$ cat src/rtl/fft_out_serializer_if.sv
// Output stream bundle of the FFT serializer: one scaled complex bin per beat.
interface fft_out_serializer_if #(
  parameter int DATA_WIDTH = 16,
  parameter int IDX_WIDTH  = 5
);
  logic                         m_valid;
  logic                         m_ready;
  logic signed [DATA_WIDTH-1:0] m_real;
  logic signed [DATA_WIDTH-1:0] m_imag;
  logic [2*DATA_WIDTH-1:0]      m_data;
  logic [IDX_WIDTH-1:0]         m_bin;
  logic                         m_last;

  modport master (
    output m_valid, m_real, m_imag, m_data, m_bin, m_last,
    input  m_ready
  );

  modport slave (
    input  m_valid, m_real, m_imag, m_data, m_bin, m_last,
    output m_ready
  );
endinterface

$ cat src/rtl/fft_out_serializer.sv
// Ping-pong capture of parallel FFT frames, scaled by an arithmetic shift and
// streamed out one bin per valid/ready beat.
module fft_out_serializer #(
  parameter int N          = 32,
  parameter int DATA_WIDTH = 16,
  parameter int OUT_SHIFT  = 3,
  parameter int IDX_WIDTH  = $clog2(N)
) (
  input  logic                    clk_100mhz,
  input  logic                    rst_n,
  input  logic                    fft_out_valid,
  input  logic [N*DATA_WIDTH-1:0] fft_real_flat,
  input  logic [N*DATA_WIDTH-1:0] fft_imag_flat,
  output logic                    frame_ready,
  fft_out_serializer_if.master    m_if,
  output logic [7:0]              drop_count
);

  localparam logic [IDX_WIDTH-1:0] LAST_BIN = IDX_WIDTH'(N - 1);

  typedef enum logic {IDLE, STREAM} state_t;

  function automatic logic signed [DATA_WIDTH-1:0] scale(input logic signed [DATA_WIDTH-1:0] x);
    return x >>> OUT_SHIFT;
  endfunction

  state_t                       state_q, state_d;
  logic                         vld_prev_q, vld_prev_d;
  logic [1:0]                   full_q, full_d;
  logic                         wr_ptr_q, wr_ptr_d;
  logic                         rd_ptr_q, rd_ptr_d;
  logic [IDX_WIDTH-1:0]         bin_q, bin_d;
  logic [7:0]                   drop_q, drop_d;
  logic                         last_q, last_d;
  logic signed [DATA_WIDTH-1:0] real_q, real_d;
  logic signed [DATA_WIDTH-1:0] imag_q, imag_d;
  logic signed [DATA_WIDTH-1:0] bank_real_q [2][N];
  logic signed [DATA_WIDTH-1:0] bank_real_d [2][N];
  logic signed [DATA_WIDTH-1:0] bank_imag_q [2][N];
  logic signed [DATA_WIDTH-1:0] bank_imag_d [2][N];

  logic capture, wr_en, drop_inc, release_bank;

  // Capture side: edge-detect the core's valid level, fill the write bank if free.
  assign capture  = fft_out_valid & ~vld_prev_q;
  assign wr_en    = capture & ~full_q[wr_ptr_q];
  assign drop_inc = capture &  full_q[wr_ptr_q];

  always_comb begin
    vld_prev_d  = fft_out_valid;
    wr_ptr_d    = wr_ptr_q ^ wr_en;
    drop_d      = (drop_inc && drop_q != 8'hFF) ? drop_q + 8'd1 : drop_q;
    bank_real_d = bank_real_q;
    bank_imag_d = bank_imag_q;
    if (wr_en) begin
      for (int k = 0; k < N; k++) begin
        bank_real_d[wr_ptr_q][k] = fft_real_flat[k*DATA_WIDTH +: DATA_WIDTH];
        bank_imag_d[wr_ptr_q][k] = fft_imag_flat[k*DATA_WIDTH +: DATA_WIDTH];
      end
    end
    // A bank released by the final beat is only seen as empty from the next cycle.
    full_d = full_q;
    if (release_bank) full_d[rd_ptr_q] = 1'b0;
    if (wr_en)        full_d[wr_ptr_q] = 1'b1;
  end

  // Read FSM: state register
  always_ff @(posedge clk_100mhz or negedge rst_n) begin
    if (!rst_n) state_q <= IDLE;
    else        state_q <= state_d;
  end

  // Read FSM: next state, bin and bank pointer
  always_comb begin
    state_d      = state_q;
    bin_d        = bin_q;
    rd_ptr_d     = rd_ptr_q;
    release_bank = 1'b0;
    unique case (state_q)
      IDLE: begin
        if (full_q[rd_ptr_q]) begin
          state_d = STREAM;
          bin_d   = '0;
        end
      end
      STREAM: begin
        if (m_if.m_ready) begin
          if (bin_q != LAST_BIN) begin
            bin_d = bin_q + IDX_WIDTH'(1);
          end else begin
            release_bank = 1'b1;
            rd_ptr_d     = ~rd_ptr_q;
            bin_d        = '0;
            state_d      = full_q[~rd_ptr_q] ? STREAM : IDLE;
          end
        end
      end
      default: state_d = IDLE;
    endcase
  end

  // Read FSM: registered beat contents follow the next bin, so they hold under backpressure
  always_comb begin
    real_d = '0;
    imag_d = '0;
    last_d = 1'b0;
    if (state_d == STREAM) begin
      real_d = scale(bank_real_q[rd_ptr_d][bin_d]);
      imag_d = scale(bank_imag_q[rd_ptr_d][bin_d]);
      last_d = (bin_d == LAST_BIN);
    end
  end

  always_ff @(posedge clk_100mhz or negedge rst_n) begin
    if (!rst_n) begin
      vld_prev_q <= 1'b0;
      full_q     <= 2'b00;
      wr_ptr_q   <= 1'b0;
      rd_ptr_q   <= 1'b0;
      bin_q      <= '0;
      drop_q     <= '0;
      last_q     <= 1'b0;
      real_q     <= '0;
      imag_q     <= '0;
    end else begin
      vld_prev_q <= vld_prev_d;
      full_q     <= full_d;
      wr_ptr_q   <= wr_ptr_d;
      rd_ptr_q   <= rd_ptr_d;
      bin_q      <= bin_d;
      drop_q     <= drop_d;
      last_q     <= last_d;
      real_q     <= real_d;
      imag_q     <= imag_d;
    end
  end

  always_ff @(posedge clk_100mhz) begin
    bank_real_q <= bank_real_d;
    bank_imag_q <= bank_imag_d;
  end

  assign frame_ready    = ~full_q[0] | ~full_q[1];
  assign drop_count     = drop_q;
  assign m_if.m_valid   = (state_q == STREAM);
  assign m_if.m_bin     = bin_q;
  assign m_if.m_last    = last_q;
  assign m_if.m_real    = real_q;
  assign m_if.m_imag    = imag_q;
  assign m_if.m_data    = {real_q, imag_q};

endmodule
$ cat src/flat_wrapper.sv
// flat-port wrapper written by rule: the top's interface ports become plain ports
module fft_out_serializer_flat 
#(
  parameter int N          = 32,
  parameter int DATA_WIDTH = 16,
  parameter int OUT_SHIFT  = 3,
  parameter int IDX_WIDTH  = $clog2(N)
)
  (clk_100mhz, rst_n, fft_out_valid, fft_real_flat, fft_imag_flat, frame_ready, drop_count, m_if_m_valid, m_if_m_real, m_if_m_imag, m_if_m_data, m_if_m_bin, m_if_m_last, m_if_m_ready);
  fft_out_serializer_if #(.DATA_WIDTH(DATA_WIDTH), .IDX_WIDTH(IDX_WIDTH)) m_if_i ();
  input  logic clk_100mhz;
  input  logic rst_n;
  input  logic fft_out_valid;
  input  logic [N*DATA_WIDTH-1:0] fft_real_flat;
  input  logic [N*DATA_WIDTH-1:0] fft_imag_flat;
  output logic frame_ready;
  output logic [7:0] drop_count;
  output wire logic [$bits(m_if_i.m_valid)-1:0] m_if_m_valid;
  output wire logic [$bits(m_if_i.m_real)-1:0] m_if_m_real;
  output wire logic [$bits(m_if_i.m_imag)-1:0] m_if_m_imag;
  output wire logic [$bits(m_if_i.m_data)-1:0] m_if_m_data;
  output wire logic [$bits(m_if_i.m_bin)-1:0] m_if_m_bin;
  output wire logic [$bits(m_if_i.m_last)-1:0] m_if_m_last;
  input wire logic [$bits(m_if_i.m_ready)-1:0] m_if_m_ready;
  assign m_if_m_valid = m_if_i.m_valid;
  assign m_if_m_real = m_if_i.m_real;
  assign m_if_m_imag = m_if_i.m_imag;
  assign m_if_m_data = m_if_i.m_data;
  assign m_if_m_bin = m_if_i.m_bin;
  assign m_if_m_last = m_if_i.m_last;
  assign m_if_i.m_ready = m_if_m_ready;
  fft_out_serializer #(.N(N), .DATA_WIDTH(DATA_WIDTH), .OUT_SHIFT(OUT_SHIFT), .IDX_WIDTH(IDX_WIDTH)) u_core (.clk_100mhz(clk_100mhz), .rst_n(rst_n), .fft_out_valid(fft_out_valid), .fft_real_flat(fft_real_flat), .fft_imag_flat(fft_imag_flat), .frame_ready(frame_ready), .m_if(m_if_i), .drop_count(drop_count));
endmodule
$ cat config.mk
export PLATFORM = sky130hd
export DESIGN_NAME = fft_out_serializer_flat
export DESIGN_NICKNAME = d
export VERILOG_FILES = /design/src/rtl/fft_out_serializer_if.sv /design/src/rtl/fft_out_serializer.sv /design/src/flat_wrapper.sv
export SDC_FILE = /design/constraint.sdc
export NUM_CORES = 2
export LEC_CHECK = 0
export ABC_CLOCK_PERIOD_IN_PS = 23300
export CELL_PAD_IN_SITES_DETAIL_PLACEMENT = 1
export CELL_PAD_IN_SITES_GLOBAL_PLACEMENT = 2
export CORE_ASPECT_RATIO = 0.5
export CORE_MARGIN = 2
export CORE_UTILIZATION = 40
export CTS_CLUSTER_SIZE = 8
export DETAILED_ROUTE_END_ITERATION = 8
export MAX_ROUTING_LAYER = met4
export PLACE_DENSITY = 0.83
export SETUP_SLACK_MARGIN = 0.4
export SKIP_LAST_GASP = 1
export SYNTH_ARGS = -nofsm -noshare
export SYNTH_HDL_FRONTEND = slang
export SYNTH_SLANG_ARGS = --single-unit
export TNS_END_PERCENT = 50
$ cat constraint.sdc
create_clock -name clk_100mhz -period 23.3 [get_ports clk_100mhz]
set_input_delay 4.66 -clock clk_100mhz [delete_from_list [all_inputs] [get_ports clk_100mhz]]
set_output_delay 4.66 -clock clk_100mhz [all_outputs]
set_load 0.005 [all_outputs]
==> impl_metrics.yaml <==
outcome:
  outcome: "finished, final reports clean"
logic_synthesis:
  synth-edff-count: 1664
  synth_area_leaders: "edfxtp_1 (76%), mux4_2 (13%), nand2_1 (1.8%)"
  synthArstFlopShare_pct: 2.69
  synth_seq_cells: 1710
  synth_warnings: 0
  yosysTopAreaCell: "edfxtp_1"
  syn_inst: 3226
  synth-seq-area-share_pct: 78.2
  synth_cell_types: 46
  netlist_area_um2: 65400
  syn-num-nets: 4259
  synthFlopType: "edfxtp_1"
  synth_top_cell_area_share_pct: 76.4
  syn_area_per_cell_um2: 20.3
floorplanning:
  dieArea_um2: 167000
  die_h_um: 290
  pin_count: 1108
  chipWidth_um: 576
  coreArea_um2: 162000
  initial_core_util_pct: 40.5
  num_rows: 104
cts:
  cts_buffer_depth: 4
  clk_latency_ns: 0.86
  post_cts_buffers: 0
  cts_resized: 0
  cts_tree: "yes"
  cts-buffers-inserted: 239
  clk_pin_slew_ns: 0.05
  htree_levels: 4
  cts_root_buf: "clkbuf_16"
  cts_sinks: 1710
  postCtsHoldBufs: 0
routing:
  route.detailed.drc: 0
  routedWlPerCell_um: 32.7
  drt_pass1_iterations: 5
  drt-total-wl_um: 216000
  initialDrtViolationCount: 3923
  ant_nets: 0
  vias: 37100
  via_per_inst: 5.60
final_layout:
  layout-drive-gt1-share_pct: 16.3
  fin_util_pct: 51.8
  syn2layout_area_growth_pct: 28.0
  nets: 5268
  layoutNonFillerInstCount: 6624
sta:
  hold_slack_ns: 0.522
  slew-limit-headroom_pct: 17.8
  finClkSkew_ns: 0.0916
  max_freq_mhz: 106
  slew_violations: 0
  fin_crit_sh_pct: 40.3
  rsz0062_at_grt: "no"
  fin_crit_ns: 9.40
  setup_viol: 0
  worstMarginPinSlew_ns: 1.23
  fin_ws_ns: 13.90
  hold_viol: 0
critical_path:
  worstSetupEndpointType: "flop"
  crit_type: "in2reg"
  cp_max_fo: 86
  worstPathArrival_ns: 10.04
  start_kind: "input pin"
  reg2regPathDepth: 14
  worstPathRequired_ns: 23.94
power:
  p_switching_w: 0.00293
  seqPwrFrac_pct: 40.2
  p_sw_share_pct: 31.4
  power.share.clock_pct: 33.7
  p_int_w: 0.00640
  leakage_nw: 26.7
  combPwrFrac_pct: 26.1
  ir_drop_v: 0.0000856
  power_density_nw_per_um2: 111
placement:
  dp_hpwl_um: 146000
  place_inst: 6167
  gp_congestion: 0.854
  port_buffers: 915
  pre_cts_ws_ns: 12.93
global_route:
  grt_pass1_vias: 39700
  antenna_found_initial: 126
  grt_max_degree: 167
  grt_overflow: 0
  grt_use_total_pct: 26.2
  grt_first_pass_wirelength_um: 298000
flow_run:
  maxCapViolations: 0
worst_hold_path:
  hp-class: "reg2reg"
  hold_depth: 1
flip-flops by register name, indices dropped and copies added, names as in the netlist, 2 cells and up:
signal / flops
u_core.m_if.m_real: 13
u_core.bank_real_q: 832
u_core.full_q: 2
u_core.m_if.m_imag: 13
u_core.bank_imag_q: 832
u_core.m_if.m_bin: 5
u_core.drop_count: 8
layer usage:
| metal | share of wire (%) | up-vias | GRT usage (%) | routed length, µm |
|---|---|---|---|---|
| met5 | 0 | - | - | 0 |
| met3 | 5.4 | 422 | 4.25 | 11600 |
| met4 | 4.6 | 0 | 14.0 | 10100 |
| met1 | 38 | 19700 | 31.2 | 81400 |
| li1 | - | 15400 | - | - |
| met2 | 52 | 1624 | 42.9 | 113000 |
worst max-delay path, stage by stage:
cell and delay, ns:
clkdlybuf4s50_1 0.70, and3_4 0.31, xnor2_4 0.10, inv_8 0.53
buf_12 0.60, buf_4 0.55, buf_4 0.61, mux4_2 0.60
nand2_1 0.09, nand2_1 0.14, nor3_1 0.92, o21ai_1 0.14
Yosys cell counts (all sizes together) (2+ instances only):
library cell	n
o21ai	28
a32o	2
buf	147
ha	5
a22oi	132
clkbuf	65
nor2	11
a211oi	2
xor2	3
and3	4
and2	30
mux2	2
dfrtp	46
and4	2
nand4	54
nor3	31
xnor2	5
a21oi	79
mux4	364
inv	9
edfxtp	1664
nor2b	26
mux2i	6
nand3	178
o31ai	3
nand2b	3
nand2	315
power by group through the flow:
stage | logic [W] | registers [W] | clock network (W)
after detailed placement | 0.00243 | 0.00380 | 0
after global routing | 0.00257 | 0.00376 | 0.00331
after floorplan | 0.00129 | 0.00395 | 0
after CTS | 0.00245 | 0.00374 | 0.00319
final | 0.00243 | 0.00375 | 0.00315
after global placement | 0.00239 | 0.00378 | 0
metrics by stage:
step / TNS (ns) / instance area (µm²) / total power [W]
3_3_place_gp: 0 / 76900 / 0.00617
3_5_place_dp: 0 / 76900 / 0.00623
2_1_floorplan: -2904.09 / 65400 / 0.00524
4_1_cts: 0 / 83400 / 0.00938
6_report: 0 / 83700 / 0.00933
5_1_grt: 0 / 83700 / 0.00964
layout by cell type, fill, tap and decap left out, types with 4 or more instances in the layout:
cell,netlist,layout
nor3_1,30,24
nor2_1,8,5
xnor2_1,4,4
clkbuf_1,65,96
clkbuf_16,0,241
nor3_2,1,6
dfrtp_1,46,45
diode_2,0,113
o21ai_1,26,26
a21oi_1,78,78
inv_1,6,6
and2_1,30,26
buf_12,0,5
inv_16,0,4
and2_2,0,4
nand4_1,54,54
mux4_2,364,364
nand3_1,178,177
clkdlybuf4s50_1,0,914
nor2b_1,26,26
a22oi_1,132,132
mux2i_1,6,6
edfxtp_1,1664,1664
nor2_4,0,5
buf_4,41,60
nand2_1,315,315
path summary, 6_finish.rpt:
kind                       slack [ns]               endpoint            startpoint
hold / removal                   0.52   u_core.drop_count[7]  u_core.drop_count[7]
max in group asynchronous       18.57  u_core.m_if.m_real[4]                 rst_n
setup reg to reg                17.37  u_core.m_if.m_real[8]  u_core.m_if.m_bin[0]
min in group asynchronous        4.03  u_core.m_if.m_imag[8]                 rst_n
setup / recovery                13.90  u_core.m_if.m_real[8]          m_if_m_ready
hold reg to reg                  0.52   u_core.drop_count[7]  u_core.drop_count[7]
kinds of logic after synthesis:
family	synth area share [%]
compound gates	2.52
xor+xnor	0.119
fa+ha+maj	0.0957
buf+inv	1.69
flops	78.2
mux	12.7
simple gates	4.73
area by class of cell:
type | instances | area [µm²]
Antenna cell | 113 | 283
Fill cell | 14800 | 77900
Sequential cell | 1710 | 51100
Multi-Input combinational cell | 1295 | 13300
Clock buffer | 337 | 6390
Timing Repair Buffer | 980 | 9700
Clock inverter | 7 | 144
Tap cell | 2173 | 2720
Inverter | 9 | 41.3
No activity file was read; power rests on OpenSTA's default activity.
